--- src/rtl/core_types_pkg.sv ---
`default_nettype none
// ----------------------------------------------------------------------------
// core_types_pkg : types and constants shared by fetch and decode
// Revision 1.0
// ----------------------------------------------------------------------------
package core_types_pkg;

  // One fetched instruction together with the address it came from
  typedef struct packed {
    logic [31:0] pc;
    logic [31:0] instr;
  } fetch_entry_t;

  localparam logic [31:0] RESET_PC_DEFAULT = 32'h0000_0000;
  localparam logic [31:0] NOP_INSTR        = 32'h0000_0013;

  // Instruction fetches are always word aligned; the low two bits are dropped
  function automatic logic [31:0] word_align(input logic [31:0] addr);
    return {addr[31:2], 2'b00};
  endfunction

endpackage
`default_nettype wire

--- src/rtl/fetch_fifo.sv ---
`default_nettype none
// ----------------------------------------------------------------------------
// fetch_fifo : registered FIFO of fetch_entry_t with flush and occupancy count
// Revision 1.0
// ----------------------------------------------------------------------------
module fetch_fifo
  import core_types_pkg::*;
#(
  parameter int DEPTH = 2,
  localparam int PW = $clog2(DEPTH),
  localparam int CW = PW + 1
) (
  input  logic          clk,
  input  logic          rst,
  input  logic          push,
  input  fetch_entry_t  push_data,
  input  logic          pop,
  input  logic          flush,
  output fetch_entry_t  head,
  output logic          full,
  output logic          empty,
  output logic [CW-1:0] count
);

  fetch_entry_t  mem [DEPTH];
  logic [PW-1:0] rd_ptr;
  logic [PW-1:0] wr_ptr;
  logic          do_pop;

  // Popping an empty FIFO is a no-op so the caller need not qualify pop
  assign do_pop = pop && !empty;
  assign full   = (count == CW'(DEPTH));
  assign empty  = (count == '0);
  assign head   = mem[rd_ptr];

  // Storage and pointers; DEPTH is a power of two so pointers wrap for free
  always_ff @(posedge clk or negedge rst) begin
    if (!rst) begin
      rd_ptr <= '0;
      wr_ptr <= '0;
      count  <= '0;
      for (int i = 0; i < DEPTH; i++) begin
        mem[i] <= '0;
      end
    end else if (flush) begin
      rd_ptr <= '0;
      wr_ptr <= '0;
      count  <= '0;
    end else begin
      if (push) begin
        mem[wr_ptr] <= push_data;
        wr_ptr      <= wr_ptr + 1'b1;
      end
      if (do_pop) begin
        rd_ptr <= rd_ptr + 1'b1;
      end
      count <= count + CW'(push) - CW'(do_pop);
    end
  end

  // A push into a full FIFO is only legal when the head leaves in the same cycle
  a_no_overflow: assert property (@(posedge clk) disable iff (!rst)
    !(push && !flush && full && !pop));

endmodule
`default_nettype wire

--- src/rtl/fetch.sv ---
`default_nettype none
// ----------------------------------------------------------------------------
// fetch : RV32 instruction fetch stage (PC, credit-limited imem requests,
//         instruction buffer, redirect with stale-response dropping)
// Revision 1.0
// ----------------------------------------------------------------------------
module fetch
  import core_types_pkg::*;
#(
  parameter logic [31:0] RESET_PC = RESET_PC_DEFAULT,
  parameter int          DEPTH    = 2
) (
  input  logic        clk,
  input  logic        rst,
  output logic        imem_req_valid,
  input  logic        imem_req_ready,
  output logic [31:0] imem_req_addr,
  input  logic        imem_rsp_valid,
  input  logic [31:0] imem_rsp_data,
  input  logic        redirect_valid,
  input  logic [31:0] redirect_pc,
  output logic        decode_valid,
  input  logic        decode_ready,
  output logic [31:0] decode_instr,
  output logic [31:0] decode_pc
);

  localparam int CW = $clog2(DEPTH) + 1;

  logic [31:0]   pc;
  logic [CW-1:0] inflight;
  logic [CW-1:0] drop_cnt;
  logic [CW-1:0] fifo_count;
  logic [CW:0]   used;
  logic          req_fire;
  logic          rsp_keep;
  logic          dec_fire;
  logic          fifo_full;
  logic          fifo_empty;
  fetch_entry_t  push_entry;
  fetch_entry_t  head;

  // Credits: outstanding requests plus buffered words never exceed DEPTH,
  // so every response is guaranteed a slot and needs no back-pressure.
  assign used           = {1'b0, inflight} + {1'b0, fifo_count};
  assign imem_req_valid = rst && (used < (CW+1)'(DEPTH)) && !redirect_valid;
  assign imem_req_addr  = pc;
  assign req_fire       = imem_req_valid && imem_req_ready;

  // Responses return in order, so once stale ones are drained the oldest
  // outstanding request was issued inflight words behind the current pc.
  assign rsp_keep         = imem_rsp_valid && (drop_cnt == '0) && !redirect_valid;
  assign push_entry.pc    = pc - (32'(inflight) << 2);
  assign push_entry.instr = imem_rsp_data;

  assign decode_valid = !fifo_empty;
  assign decode_instr = head.instr;
  assign decode_pc    = head.pc;
  assign dec_fire     = decode_valid && decode_ready;

  // PC, in-flight and drop counters; a redirect marks every request still
  // outstanding after this cycle's response as stale
  always_ff @(posedge clk or negedge rst) begin
    if (!rst) begin
      pc       <= RESET_PC;
      inflight <= '0;
      drop_cnt <= '0;
    end else begin
      inflight <= inflight + CW'(req_fire) - CW'(imem_rsp_valid);
      if (redirect_valid) begin
        pc       <= word_align(redirect_pc);
        drop_cnt <= inflight - CW'(imem_rsp_valid);
      end else begin
        if (req_fire) begin
          pc <= pc + 32'd4;
        end
        if (imem_rsp_valid && (drop_cnt != '0)) begin
          drop_cnt <= drop_cnt - 1'b1;
        end
      end
    end
  end

  fetch_fifo #(
    .DEPTH (DEPTH)
  ) u_fifo (
    .clk       (clk),
    .rst       (rst),
    .push      (rsp_keep),
    .push_data (push_entry),
    .pop       (dec_fire),
    .flush     (redirect_valid),
    .head      (head),
    .full      (fifo_full),
    .empty     (fifo_empty),
    .count     (fifo_count)
  );

  // Memory must only answer requests that were actually accepted
  a_rsp_has_req: assert property (@(posedge clk) disable iff (!rst)
    !(imem_rsp_valid && (inflight == '0)));

  // Credit accounting alone must keep the buffer from overflowing
  a_credit_ok: assert property (@(posedge clk) disable iff (!rst)
    !(rsp_keep && fifo_full && !dec_fire));

endmodule
`default_nettype wire

--- config.mk ---
export PLATFORM = sky130hd
export DESIGN_NAME = fetch
export DESIGN_NICKNAME = d
export VERILOG_FILES = /design/src/rtl/core_types_pkg.sv /design/src/rtl/fetch_fifo.sv /design/src/rtl/fetch.sv
export SDC_FILE = /design/constraint.sdc
export NUM_CORES = 1
export LEC_CHECK = 0
export ABC_AREA = 1
export CELL_PAD_IN_SITES_DETAIL_PLACEMENT = 0
export CELL_PAD_IN_SITES_GLOBAL_PLACEMENT = 2
export CORE_MARGIN = 2
export CORE_UTILIZATION = 33
export DETAILED_ROUTE_END_ITERATION = 16
export GPL_TIMING_DRIVEN = 0
export MAX_ROUTING_LAYER = met4
export PLACE_DENSITY_LB_ADDON = 0.1
export SLEW_MARGIN = 30
export SYNTH_ARGS = -nofsm -noshare
export SYNTH_HDL_FRONTEND = slang
export SYNTH_HIERARCHICAL = 1
export SYNTH_SLANG_ARGS = --single-unit
--- constraint.sdc ---
create_clock -name clk -period 4.31 [get_ports clk]
set_input_delay 0.862 -clock clk [delete_from_list [all_inputs] [get_ports clk]]
set_output_delay 0.862 -clock clk [all_outputs]
set_load 0.01 [all_outputs]
==> impl_metrics.py, run 1 <==
metrics = {
    "clock_tree": {
        "clkTransAtPathRegs_ps": 70,
        "cts_resized": 0,
        "numCtsBuffers": 17,
        "clock-sinks": 166,
        "root_buffer": "clkbuf_16",
        "post_cts_buffers": 0,
        "clock_latency_ps": 430,
        "cts_max_level": 4,
        "clock_path_buffers": 2,
        "cts-hold-fix-buffers": 0,
        "cts_tree": "done",
    },
    "finish": {
        "drive_gt1_frac": 0.1528,
        "diodes": 0,
        "stdcell_area_um2": 12490,
        "areaGrowthSynthToFinish_pct": 29.17,
        "stdcell_count": 1843,
        "nets": 1528,
    },
    "critical_path": {
        "critPathKind": "primary input to output port",
        "crit_path_end_kind": "output port",
        "cp-startpoint": "redirect_valid",
        "crit_fanout": 10,
        "start_kind": "primary input",
        "critical_path_arrival_ps": 2700,
        "crit_required_ps": 3450,
        "reg2reg_from": "inflight[1]",
    },
    "synthesis": {
        "netlist_area_um2": 9667,
        "yosys_warnings": 6,
        "avgSynthCellArea_um2": 7.672,
        "synth_cells": 1260,
    },
    "drt": {
        "wirelength_um": 28070,
        "num_vias": 8262,
        "antenna_left": 0,
        "drc_errors": 0,
        "drt-initial-drc-count": 594,
        "detail_route.first_pass.iterations": 5,
        "wl_per_cell_um": 15.23,
        "viasPerCell": 4.483,
    },
    "hold_path": {
        "min_path_type": "primary input to asynchronous set/reset pin",
    },
    "floorplanning": {
        "ioPinCount": 168,
        "die_w_um": 175.2,
        "initial_core_util": 0.3359,
        "die_area_um2": 30680,
        "num_rows": 62,
        "die_y_um": 175.2,
        "core_um2": 28780,
    },
    "placed_design": {
        "io_buffers": 163,
        "hpwl_um": 20850,
        "pre_cts_slack_ps": 712.6,
        "gp_congestion": 0.8073,
        "placed_area_um2": 11850,
        "post-place-cells": 1812,
    },
    "power_and_ir_drop": {
        "p_leak_uw": 0.006074,
        "powerDensity_nw_per_um2": 513.3,
        "ir_drop_mv": 0.2755,
    },
    "global_routing": {
        "track_usage": 0.1959,
        "grt_max_degree": 68,
        "antenna_found_initial": 0,
        "grt_pass1_wl_um": 45650,
        "grt_pass1_vias": 8397,
        "grt_overflow": 0,
    },
    "timing": {
        "fmax_ghz": 0.2807,
        "finalCritPeriodShare": 0.8266,
        "period_needed_ps": 3563,
        "layout_setup_ws_ps": 747.4,
        "hold_viol": 0,
        "maxSlewViolCount": 0,
        "finClkSkew_ps": 15.84,
        "worst_pin_slew_ps": 613.6,
        "finalSetupViolCount": 0,
        "maxSlewHeadroom": 0.5909,
        "hold-worst-slack_ps": 307.4,
        "rsz0062_at_grt": "false",
    },
    "job": {
        "cap_viol_max_count": 0,
    },
    "outcome": {
        "status": "finished clean",
    },
}
[final timing paths]
kind,endpoint,slack (ps),cells past startpoint
worst max-delay path,imem_req_valid,750,5
worst min-delay path,drop_cnt[0],310,1
worst max register to register,imem_req_addr[15],2060,7
worst min register to register,u_fifo/mem[48],480,2
max in group asynchronous,u_fifo/mem[79],2980,3
min in group clk,u_fifo/mem[48],480,2
[per-stage QoR]
step / utilization / power (uW) / TNS (ps)
after CTS: 0.4339 / 6503 / 0
final: 0.4339 / 6410 / 0
after detailed placement: 0.4117 / 4794 / 0
after global routing: 0.4339 / 6876 / 0
after floorplan: - / 3675 / 0
after global placement: 0.4097 / 4762 / -1014770
[layout make-up]
type                       instances  area [um^2]
fill                            3006        16290
multi-input combinational        893         4463
sequential                       166         4154
timing repair buffer             165         1692
inverter                         141        531.8
buffer                            63        529.3
tap                              384        480.5
clock buffer                      17        425.4
clock inverter                    14        211.5
[cell usage in the layout, fill, tap and decap left out, drive strengths merged, types with 4 or more instances in the layout]
cell type      instances
clkbuf                25
dfrtp                166
nor2                 101
conb                   4
ha                     9
nand3                 58
xnor2                  4
nand2                503
bufinv                 4
clkdlybuf4s50        162
xor2                  30
o21ai                159
buf                   58
inv                  148
a21oi                  6
nand4                  4
[worst max-delay path: stages]
cell,delay [ps]
clkdlybuf4s50_1,600
buf_4,220
clkbuf_1,420
nor3_1,100
clkdlybuf4s50_1,500
[per-layer routing]
metal,vias to the layer above,track usage,part of all wire
met1,3820,0.2607,0.48
met5,-,-,0
li1,4273,-,-
met2,150,0.3202,0.48
met3,19,0.02437,0.028
met4,0,0.04271,0.011
[report_power, final]
group / leakage [uW] / internal (uW) / total [uW] / switching (uW)
clock: 0.000303 / 988 / 1680 / 694
combinational: 0.00361 / 1180 / 2420 / 1230
sequential: 0.00216 / 2010 / 2310 / 299
[registers in the layout, summed over array words and instances (netlist names)]
signal and flops:
u_fifo/mem 128, drop_cnt 2, u_fifo/wr_ptr 1, u_fifo/rd_ptr 1, imem_req_addr 30, inflight 2
u_fifo/count 2
Note: power is estimated with default switching activity, not from simulation.
==> inputs of run 2 (changes only) <==
--- a/config.mk
+++ b/config.mk
@@ -9,7 +9,7 @@
 export CELL_PAD_IN_SITES_DETAIL_PLACEMENT = 0
 export CELL_PAD_IN_SITES_GLOBAL_PLACEMENT = 2
 export CORE_MARGIN = 2
-export CORE_UTILIZATION = 33
+export CORE_UTILIZATION = 31
 export DETAILED_ROUTE_END_ITERATION = 16
 export GPL_TIMING_DRIVEN = 0
 export MAX_ROUTING_LAYER = met4
==> constraint.sdc (replaced) <==
create_clock -name clk -period 3.7 [get_ports clk]
set_input_delay 0.74 -clock clk [delete_from_list [all_inputs] [get_ports clk]]
set_output_delay 0.74 -clock clk [all_outputs]
set_load 0.01 [all_outputs]
==> run 2 against run 1 <==
Effect of this change: global-route usage decreased by 1.1 points; worst hold slack got worse by 110 ps; clock power increased by 5%; critical endpoint unchanged; largest cell class unchanged; sequential cell count unchanged; highest routed layer unchanged; non-clock buffer count unchanged; sequential power increased by 16%.
==> impl_metrics.py, run 2 (same netlist as run 1, synthesis figures left out) <==
metrics = {
    "outcome": {
        "status": "finished clean",
    },
    "finish": {
        "diodes": 0,
        "top_register": "u_fifo/mem",
        "final_cell_mix": "nand2_1 (498), dfrtp_1 (166), clkdlybuf4s50_1 (162), inv_1 (138), o21ai_2 (109)",
        "stdcell_count": 1856,
        "nets": 1528,
        "final_common_cell": "nand2_1",
        "stdcell_area_um2": 12450,
        "multi_input_area_um2": 4463,
        "areaGrowthSynthToFinish_pct": 28.81,
        "register_area_um2": 4154,
        "largest_reg_flops": 128,
        "drive_gt1_frac": 0.1527,
        "fillCellCount": 3283,
    },
    "drt": {
        "num_vias": 8272,
        "wirelength_um": 28640,
        "antenna_left": 0,
        "wl_per_cell_um": 15.43,
        "drc_errors": 0,
        "viasPerCell": 4.457,
        "drt-initial-drc-count": 462,
        "detail_route.first_pass.iterations": 5,
    },
    "timing": {
        "fin_setup_tns_ps": 0,
        "finalSetupViolCount": 0,
        "hold-worst-slack_ps": 194.6,
        "finClkSkew_ps": 17.36,
        "maxSlewHeadroom": 0.5598,
        "finalCritPeriodShare": 0.8982,
        "layout_setup_ws_ps": 376.6,
        "worst_pin_slew_ps": 660.2,
        "period_needed_ps": 3323,
        "hold_viol": 0,
        "fmax_ghz": 0.3009,
        "maxSlewViolCount": 0,
        "rsz0062_at_grt": "false",
    },
    "floorplanning": {
        "die_area_um2": 32610,
        "die_y_um": 180.6,
        "die_w_um": 180.6,
        "core_um2": 30670,
        "initial_core_util": 0.3152,
        "ioPinCount": 168,
        "num_rows": 64,
    },
    "clock_tree": {
        "cts_resized": 0,
        "numCtsBuffers": 17,
        "clock-sinks": 166,
        "clock_path_buffers": 2,
        "post_cts_buffers": 0,
        "cts_max_level": 4,
        "root_buffer": "clkbuf_16",
        "cts_tree": "done",
        "clkTransAtPathRegs_ps": 80,
        "clock_latency_ps": 420,
        "cts-hold-fix-buffers": 0,
    },
    "placed_design": {
        "gp_congestion": 0.7875,
        "pre_cts_slack_ps": 337.5,
        "post-place-cells": 1824,
        "io_buffers": 163,
        "hpwl_um": 21390,
        "placed_area_um2": 11870,
    },
    "global_routing": {
        "grt_overflow": 0,
        "antenna_found_initial": 0,
        "grt_pass1_vias": 8461,
        "track_usage": 0.1850,
        "grt_max_degree": 66,
        "grt_pass1_wl_um": 46070,
    },
    "hold_path": {
        "min_path_type": "primary input to asynchronous set/reset pin",
    },
    "critical_path": {
        "reg2reg_from": "inflight[1]",
        "crit_required_ps": 2960,
        "start_kind": "primary input",
        "crit_path_end_kind": "output port",
        "timing.rr.end": "imem_req_addr[15]",
        "cp_slowest_cell": "clkdlybuf4s50_1",
        "ff2ff_setup_slack_ps": 1450,
        "cpMostUsedCell": "clkdlybuf4s50_1",
        "critical_path_arrival_ps": 2580,
        "path_cells": "clkdlybuf4s50_1 -> buf_4 -> clkbuf_1 -> nor3_1 -> clkdlybuf4s50_1",
        "crit_fanout": 10,
        "cpPeakStageDelay_ps": 590,
        "reg2regPathDepth": 7,
        "critPathKind": "primary input to output port",
    },
    "power_and_ir_drop": {
        "ir_drop_mv": 0.2723,
        "p_leak_uw": 0.006058,
        "powerDensity_nw_per_um2": 583.8,
    },
    "job": {
        "cap_viol_max_count": 0,
    },
}
run 2: cell types whose count changed in the layout (fill, tap and decap cells not counted), sizes merged:
cell / previous run / this run
bufinv: 4 / 0
clkbuf: 25 / 26
clkinv: 0 / 7
clkinvlp: 3 / 0
run 2: per-stage QoR:
step             util  power (uW)
2_1_floorplan       -        4281
3_3_place_gp   0.3849        5564
3_5_place_dp   0.3869        5598
4_1_cts        0.4060        7404
5_1_grt        0.4060        7839
6_report       0.4060        7270
run 2: worst max-delay path by stage:
stage	from	end	slack (ps)	depth (start not counted)
2_1_floorplan	inflight[1]	imem_req_valid	1540	4
3_3_place_gp	rst	imem_req_addr[15]	-5960	6
3_5_place_dp	redirect_valid	imem_req_valid	340	5
4_1_cts	redirect_valid	imem_req_valid	330	5
5_1_grt	redirect_valid	imem_req_valid	290	5
6_report	redirect_valid	imem_req_valid	380	5
run 2: routing by layer:
layer	part of all wire	global-route usage	up-vias
li1	-	-	4269
met1	0.48	0.2462	3849
met2	0.48	0.3040	144
met3	0.027	0.02567	10
met4	0.0074	0.03355	0
met5	0	-	-
run 2: area by class of cell:
cell class                      count  area share
Multi-Input combinational cell    893      0.3584
Timing Repair Buffer              165      0.1359
Clock inverter                     14     0.01266
Sequential cell                   166      0.3336
Inverter                          141     0.04271
Clock buffer                       18     0.03447
Buffer                             63     0.04250
Tap cell                          396     0.03979
run 2: worst max-delay path: cells and delay by family:
| family | cells | cell delay, ps |
|---|---|---|
| buffers and inverters | 4 | 1740 |
| and+or+nand+nor | 1 | 100 |
run 2: where the power goes:
part / switching, uW / internal [uW]
clock network: 848 / 909
logic: 1440 / 1380
registers: 348 / 2340
total: 2640 / 4630
==> inputs of run 3 (changes only) <==
--- a/config.mk
+++ b/config.mk
@@ -8,7 +8,6 @@
 export ABC_AREA = 1
 export CELL_PAD_IN_SITES_DETAIL_PLACEMENT = 0
 export CELL_PAD_IN_SITES_GLOBAL_PLACEMENT = 2
-export CORE_MARGIN = 2
 export CORE_UTILIZATION = 31
 export DETAILED_ROUTE_END_ITERATION = 16
 export GPL_TIMING_DRIVEN = 0
==> run 3 against run 2 <==
Effect of this change: clock-buffer cell count increased by 2; critical endpoint unchanged; critical path type unchanged; clock skew decreased by 3.2 ps; combinational power about the same.
==> impl_metrics.py, run 3 (same netlist as run 1, synthesis figures left out) <==
metrics = {
    "global_routing": {
        "grt_max_degree": 81,
        "grt_pass1_vias": 8196,
        "grt_pass1_wl_um": 45110,
        "grt_overflow": 0,
        "track_usage": 0.1931,
        "antenna_found_initial": 0,
    },
    "drt": {
        "num_vias": 8247,
        "drc_errors": 0,
        "drt-initial-drc-count": 468,
        "routed-wl-met3_um": 929,
        "wl_met1_um": 13680,
        "antenna_left": 0,
        "wirelength_um": 28560,
        "topRoutingLayerUsed": "met4",
        "detail_route.first_pass.iterations": 4,
        "routed-wl-met2_um": 13610,
        "viasPerCell": 4.443,
        "wl_per_cell_um": 15.39,
    },
    "finish": {
        "largest_reg_flops": 128,
        "diodes": 0,
        "areaGrowthSynthToFinish_pct": 28.95,
        "top_register": "u_fifo/mem",
        "final_cell_mix": "nand2_1 (498), dfrtp_1 (166), clkdlybuf4s50_1 (162), inv_1 (138), o21ai_2 (109)",
        "final_common_cell": "nand2_1",
        "utilization": 0.4065,
        "drive_gt1_frac": 0.1521,
        "nets": 1528,
        "stdcell_area_um2": 12470,
    },
    "timing": {
        "maxSlewHeadroom": 0.5807,
        "fmax_ghz": 0.3016,
        "worst_pin_slew_ps": 628.9,
        "period_needed_ps": 3316,
        "finalCritPeriodShare": 0.8961,
        "finalSetupViolCount": 0,
        "rsz0062_at_grt": "false",
        "finClkSkew_ps": 14.20,
        "maxSlewViolCount": 0,
        "hold-worst-slack_ps": 202.8,
        "fin_setup_tns_ps": 0,
        "hold_viol": 0,
    },
    "power_and_ir_drop": {
        "switching_share": 0.3457,
        "powerDensity_nw_per_um2": 588.7,
        "p_seq_frac": 0.367,
        "p_sw_uw": 2537,
        "ir_drop_mv": 0.2974,
        "p_leak_uw": 0.006057,
        "p_int_uw": 4802,
        "clockPowerShare": 0.249,
        "pwr-share-comb": 0.384,
    },
    "outcome": {
        "status": "finished clean",
    },
    "critical_path": {
        "crit_required_ps": 2960,
        "start_kind": "primary input",
        "critical_path_arrival_ps": 2580,
        "crit_path_end_kind": "output port",
        "crit_fanout": 10,
        "critPathKind": "primary input to output port",
    },
    "clock_tree": {
        "root_buffer": "clkbuf_16",
        "cts-hold-fix-buffers": 0,
        "cts_tree": "done",
        "cts_max_level": 4,
        "clock_path_buffers": 2,
        "post_cts_buffers": 0,
        "clock-sinks": 166,
        "clkTransAtPathRegs_ps": 70,
        "clock_latency_ps": 430,
        "numCtsBuffers": 17,
        "cts_resized": 0,
    },
    "placed_design": {
        "gp_congestion": 0.8165,
        "hpwl_um": 21100,
        "placed_area_um2": 11870,
        "io_buffers": 163,
    },
    "job": {
        "cap_viol_max_count": 0,
    },
    "floorplanning": {
        "initial_core_util": 0.3152,
        "die_y_um": 178.6,
        "core_um2": 30670,
        "die_area_um2": 31890,
        "ioPinCount": 168,
        "die_w_um": 178.6,
        "num_rows": 64,
    },
    "hold_path": {
        "min_path_type": "primary input to asynchronous set/reset pin",
    },
}
## run 3: stage by stage
| step | total power [uW] | setup slack [ps] | cells |
|---|---|---|---|
| 2_1_floorplan | 4281 | 1540 | 1263 |
| 6_report | 7339 | 384.3 | 1856 |
| 3_5_place_dp | 5590 | 330.4 | 1824 |
| 3_3_place_gp | 5558 | -5894 | 1822 |
| 4_1_cts | 7463 | 324.9 | 1856 |
| 5_1_grt | 7903 | 251.5 | 1856 |
## run 3: cell type report
type	instances	area, um^2
clock inverters	12	153.9
multi-input cells	893	4463
flip-flops and latches	166	4154
repair buffers	165	1692
clock buffers	20	446.7
well taps	396	495.5
inverters	141	531.8
fillers	3265	18200
plain buffers	63	529.3
## run 3: metal layers
layer,vias to the layer above,GRT usage
li1,4277,-
met1,3788,0.2537
met2,166,0.3131
met3,16,0.02621
met4,0,0.04696
met5,-,-
## run 3: power groups by stage
stage	logic [uW]	registers (uW)	clock network [uW]
2_1_floorplan	1620	2660	0
3_3_place_gp	2840	2720	0
3_5_place_dp	2870	2720	0
4_1_cts	2880	2690	1890
5_1_grt	3180	2770	1960
6_report	2820	2690	1830
## run 3: final timing paths
kind / start / endpoint / slack, ps / cells past startpoint
worst max-delay path: redirect_valid / imem_req_valid / 380 / 5
max in group asynchronous: rst / u_fifo/mem[55] / 2520 / 3
worst min register to register: u_fifo/mem[0] / u_fifo/mem[0] / 480 / 2
min in group clk: u_fifo/mem[0] / u_fifo/mem[0] / 480 / 2
worst max register to register: inflight[1] / imem_req_addr[15] / 1480 / 7
worst min-delay path: rst / drop_cnt[1] / 200 / 1
## run 3: worst max-delay path: stages
cell,delay [ps]
clkdlybuf4s50_1,590
buf_4,210
clkbuf_1,440
nor3_1,100
clkdlybuf4s50_1,500
==> RTL change 1: new RTL, settings of run 2 <==
`DEPTH` is set to 2 in 2 places; all go to 4.
--- a/src/rtl/fetch_fifo.sv
+++ b/src/rtl/fetch_fifo.sv
@@ -6,7 +6,7 @@
 module fetch_fifo
   import core_types_pkg::*;
 #(
-  parameter int DEPTH = 2,
+  parameter int DEPTH = 4,
   localparam int PW = $clog2(DEPTH),
   localparam int CW = PW + 1
 ) (
--- a/src/rtl/fetch.sv
+++ b/src/rtl/fetch.sv
@@ -8,7 +8,7 @@
   import core_types_pkg::*;
 #(
   parameter logic [31:0] RESET_PC = RESET_PC_DEFAULT,
-  parameter int          DEPTH    = 2
+  parameter int          DEPTH    = 4
 ) (
   input  logic        clk,
   input  logic        rst,
Function: changed (Yosys sat finds a counterexample within 4 cycles, from zero or initial values and one cycle with rst low).
==> RTL change 1 against run 2 <==
Cell count rose by 50%. Routed wire length rose by 86%. Total power rose by 51%. Sequential share of layout area rose by 6.2 points. Utilization fell by 1.0 points. Synthesized area rose by 55%. Die area rose by 54%. Count of clock-buffer cells in the layout rose by 34. Sequential cell count rose by 133. Cell area rose by 52%. Setup slack got worse by 0.31 ns. Critical path type is now reg -> out. Highest routed layer unchanged.
==> RTL change 1: results (changes against run 2) <==
power:
  leakagePower_nw: 8.87  # was 6.06 nW
  swShare: 0.318  # was 0.363
  power_frac_seq: 0.373  # was 0.370
  p_clk_w: 0.00395  # was 0.00176 W
  max-vdd-ir-drop_uv: 269  # was 272 µV
critical_path:
  worstReg2RegEnd: "u_fifo/count[2]"  # was imem_req_addr[15]
  worstPathArrival_ns: 2.89  # was 2.58 ns
  crit_start: "u_fifo/rd_ptr[0]"  # was redirect_valid
  r2r_cells: 14  # was 7
  cp_max_fo: 10  # unchanged
  critical-path-top-delay-family: "buffers and inverters"  # unchanged
  r2r_slack_ns: 1.05  # was 1.45 ns
  slowest_stage: "clkdlybuf4s50_1"  # unchanged
  worstSetupEndpoint: "decode_pc[13]"  # was imem_req_valid
  timing.rr.start: "u_fifo/count[1]"  # was inflight[1]
  max_stage_delay_ns: 0.60
global_routing:
  grt_max_degree: 74  # was 66
  use_met1: 0.273  # was 0.246
  met2_usage: 0.375  # was 0.304
  met3_usage: 0.0298  # was 0.0257
  grt_pass1_wl_mm: 82.6  # was 46.1 mm
  antenna_found_initial: 0  # unchanged
  grt_pass1_vias: 13867  # was 8,461
  grt_use_total: 0.221  # was 0.185
final_layout:
  n_fill_cell: 5059  # was 3,283
  n_antenna_cell: 0  # unchanged
  layout-drive-gt1-share: 0.0832  # was 0.153
  finalNetCount: 2225  # was 1,528
  largest_register_ffs: 256  # was 128
routing:
  wire_per_inst_um: 19.2  # was 15.4 µm
  met1_length_mm: 23.7  # was 13.9 mm
  vias_per_cell: 4.84  # was 4.46
  drt_iter0_drc: 922  # was 462
  dr_wl_met3_mm: 2.00  # was 772 µm
  wl_met2_mm: 26.3  # was 13.8 mm
  drt_pre_antenna_iters: 5  # unchanged
placed_design:
  post-dp-hpwl_mm: 37.6  # was 21.4 mm
  io_buffer_count: 163  # unchanged
  gp_congestion: 0.911  # was 0.788
  placed_cell_area_um2: 17600  # was 11,900 µm²
sta:
  max_slew_margin: 0.467  # was 0.560
  fin_worst_skew_ns: 0.0223  # was 0.0174 ns
clock_network:
  cts_resized: 4  # was 0
  insertion_delay_ns: 0.56  # was 0.42 ns
  tritoncts.num_buffers: 38  # was 17
  cts_max_level: 2  # was 4
  post-cts-setup-buffer-count: 0  # unchanged
  clk_pin_slew_ns: 0.06  # was 0.08 ns
  clk_path_buf_depth: 3  # was 2
hold_path:
  hold_path.class: "in -> async"  # unchanged
yosys:
  yosysWarningCount: 6  # unchanged
status:
  status: "finished, final reports clean"  # unchanged
[RTL change 1: area by class of cell]
class | count | area (µm²) | area share
Buffer | 120 | 644 | 0.0341
Clock buffer | 52 | 1080 | 0.0574
Clock inverter | 17 | 246 | 0.0130
Inverter | 150 | 568 | 0.0300
Multi-Input combinational cell | 1358 | 6370 | 0.337
Sequential cell | 299 | 7480 | 0.396
Tap cell | 615 | 769 | 0.0407
Timing Repair Buffer | 167 | 1750 | 0.0924
[RTL change 1: through the flow]
stage / std cells / total power (W) / utilization / setup WS, ns / hold WS, ns
after floorplan: 1927 / 0.00562 / - / 1.16 / 0.444
after global placement: 2705 / 0.00710 / 0.365 / -12.26 / 0.460
after detailed placement: 2709 / 0.00714 / 0.368 / -0.347 / 0.468
after CTS: 2778 / 0.0112 / 0.396 / 0.000337 / 0.0733
after global routing: 2778 / 0.0117 / 0.396 / -0.00154 / 0.0888
final: 2778 / 0.0110 / 0.396 / 0.0655 / 0.0804
==> RTL change 2: new RTL, flow settings as in run 2 <==
Without the edit above. Make the reset (`rst`) synchronous in 2 clocked blocks.
--- a/src/rtl/fetch_fifo.sv
+++ b/src/rtl/fetch_fifo.sv
@@ -34,7 +34,7 @@
   assign head   = mem[rd_ptr];
 
   // Storage and pointers; DEPTH is a power of two so pointers wrap for free
-  always_ff @(posedge clk or negedge rst) begin
+  always_ff @(posedge clk) begin
     if (!rst) begin
       rd_ptr <= '0;
       wr_ptr <= '0;
--- a/src/rtl/fetch.sv
+++ b/src/rtl/fetch.sv
@@ -60,7 +60,7 @@
 
   // PC, in-flight and drop counters; a redirect marks every request still
   // outstanding after this cycle's response as stale
-  always_ff @(posedge clk or negedge rst) begin
+  always_ff @(posedge clk) begin
     if (!rst) begin
       pc       <= RESET_PC;
       inflight <= '0;
Check against the original RTL: differs if rst is asserted again (counterexample within 4 cycles, from zero or initial values and one cycle with rst low); with rst held inactive, the same outputs for 4 cycles.
==> RTL change 2 against run 2 <==
Routed wire length is 13% lower. Cell area fell by 5.0%. Synthesized cell count decreased by 20%. Count of clock-buffer cells in the layout decreased by 1. Setup slack worse by 0.091 ns. Critical path depth grew 6. Synthesized area decreased by 6.3%. Sequential cell count up 1.
Power is not compared: it rests on default switching activity, and its combinational part moved more than twofold at a synthesized area within 25%.
==> RTL change 2: results (changes against run 2) <==
hold_path:
  min_from: "u_fifo/wr_ptr"
  hold_path.class: "reg -> reg"  # was in -> async
  whs_path_depth: 2
  hold_end: "u_fifo/wr_ptr"
placed_design:
  post-dp-hpwl_mm: 18.5  # was 21.4 mm
  placed_cell_area_um2: 11200  # was 11,900 µm²
  io_buffer_count: 163  # unchanged
  gp_congestion: 0.852  # was 0.788
final_layout:
  n_antenna_cell: 0  # unchanged
  top_register: "u_fifo/mem"  # unchanged
  largest_register_ffs: 128  # unchanged
  n_fill_cell: 2902  # was 3,283
  finalNetCount: 1277  # was 1,528
  layout-drive-gt1-share: 0.151  # was 0.153
critical_path:
  critical-path-top-delay-family: "buffers and inverters"  # unchanged
  r2r_slack_ns: 0.99  # was 1.45 ns
  cp_max_fo: 36  # was 10
  timing.rr.start: "drop_cnt[0]"  # was inflight[1]
  max_stage_delay_ns: 0.50  # was 0.59 ns
  slowest_stage: "clkdlybuf4s50_1"  # unchanged
  r2r_cells: 11  # was 7
  worstReg2RegEnd: "u_fifo/mem[0][51]"  # was imem_req_addr[15]
power:
  max-vdd-ir-drop_uv: 250
  leakagePower_nw: 4.65
clock_network:
  cts_max_level: 4  # unchanged
  cts-root-buf: "clkbuf_16"  # unchanged
  clk_path_buf_depth: 2  # unchanged
  insertion_delay_ns: 0.43
  post-cts-setup-buffer-count: 0  # unchanged
  tritoncts.num_buffers: 17  # unchanged
  clk_pin_slew_ns: 0.06  # was 0.08 ns
  cts_resized: 0  # unchanged
routing:
  wire_per_inst_um: 15.7  # was 15.4 µm
  drt_pre_antenna_iters: 4  # was 5
  drt_iter0_drc: 366  # was 462
  vias_per_cell: 4.38  # was 4.46
global_routing:
  antenna_found_initial: 0  # unchanged
  grt_pass1_wl_mm: 39.2  # was 46.1 mm
  grt_pass1_vias: 7085  # was 8,461
  grt_use_total: 0.172  # was 0.185
  grt_max_degree: 45  # was 66
sta:
  fin_worst_skew_ns: 0.0194  # was 0.0174 ns
  hold_ws_ns: 0.485  # was 0.195 ns
  max_slew_margin: 0.526  # was 0.560
status:
  status: "finished, final reports clean"  # unchanged
yosys:
  yosysWarningCount: 6  # unchanged
[RTL change 2: how the worst max path moves through the flow]
stage | cells after the start | slack, ns | startpoint | endpoint
3_5_place_dp | 11 | -0.29 | redirect_valid | u_fifo/mem[0][5]
5_1_grt | 11 | 0.03 | redirect_valid | u_fifo/mem[0][49]
3_3_place_gp | 10 | -2.08 | redirect_valid | u_fifo/mem[0][5]
6_report | 11 | 0.29 | redirect_valid | u_fifo/mem[0][51]
2_1_floorplan | 9 | 0.12 | redirect_valid | u_fifo/mem[0][0]
4_1_cts | 5 | 0.06 | rst | imem_req_valid
[RTL change 2: worst min-delay path, cell delays in order (launching register included)]
cell and delay (ns):
dfxtp_1 0.32, nand3_1 0.08, nand2_1 0.04
[RTL change 2: where the power goes]
group	total (W)	switching, W	internal (W)
combinational	0.000706	0.000393	0.000313
sequential	0.00215	0.0000538	0.00210
clock	0.00174	0.000839	0.000901
total	0.00460	0.00129	0.00331
[RTL change 2: through the flow]
step	utilization	setup slack [ns]	std cells
final	0.412	0.286	1593
after global routing	0.412	0.0343	1593
after CTS	0.412	0.0638	1593
after detailed placement	0.392	-0.287	1561
after global placement	0.389	-2.08	1559
after floorplan	-	0.124	1012
[RTL change 2: metal layers]
layer  vias up  wire length (µm)  part of all wire  global-route usage
li1       3622                 -                 -                   -
met1      3180             12000              0.48               0.225
met2       149             11900              0.48               0.282
met3        20               782             0.031              0.0257
met4         0               298             0.012              0.0413
met5         -                 0                 0                   -
[RTL change 2: final cells by class]
type,instances,area share
flip-flops and latches,167,0.391
multi-input cells,662,0.307
well taps,384,0.0406
clock inverters,15,0.0131
plain buffers,50,0.0276
repair buffers,165,0.142
inverters,133,0.0429
clock buffers,17,0.0360
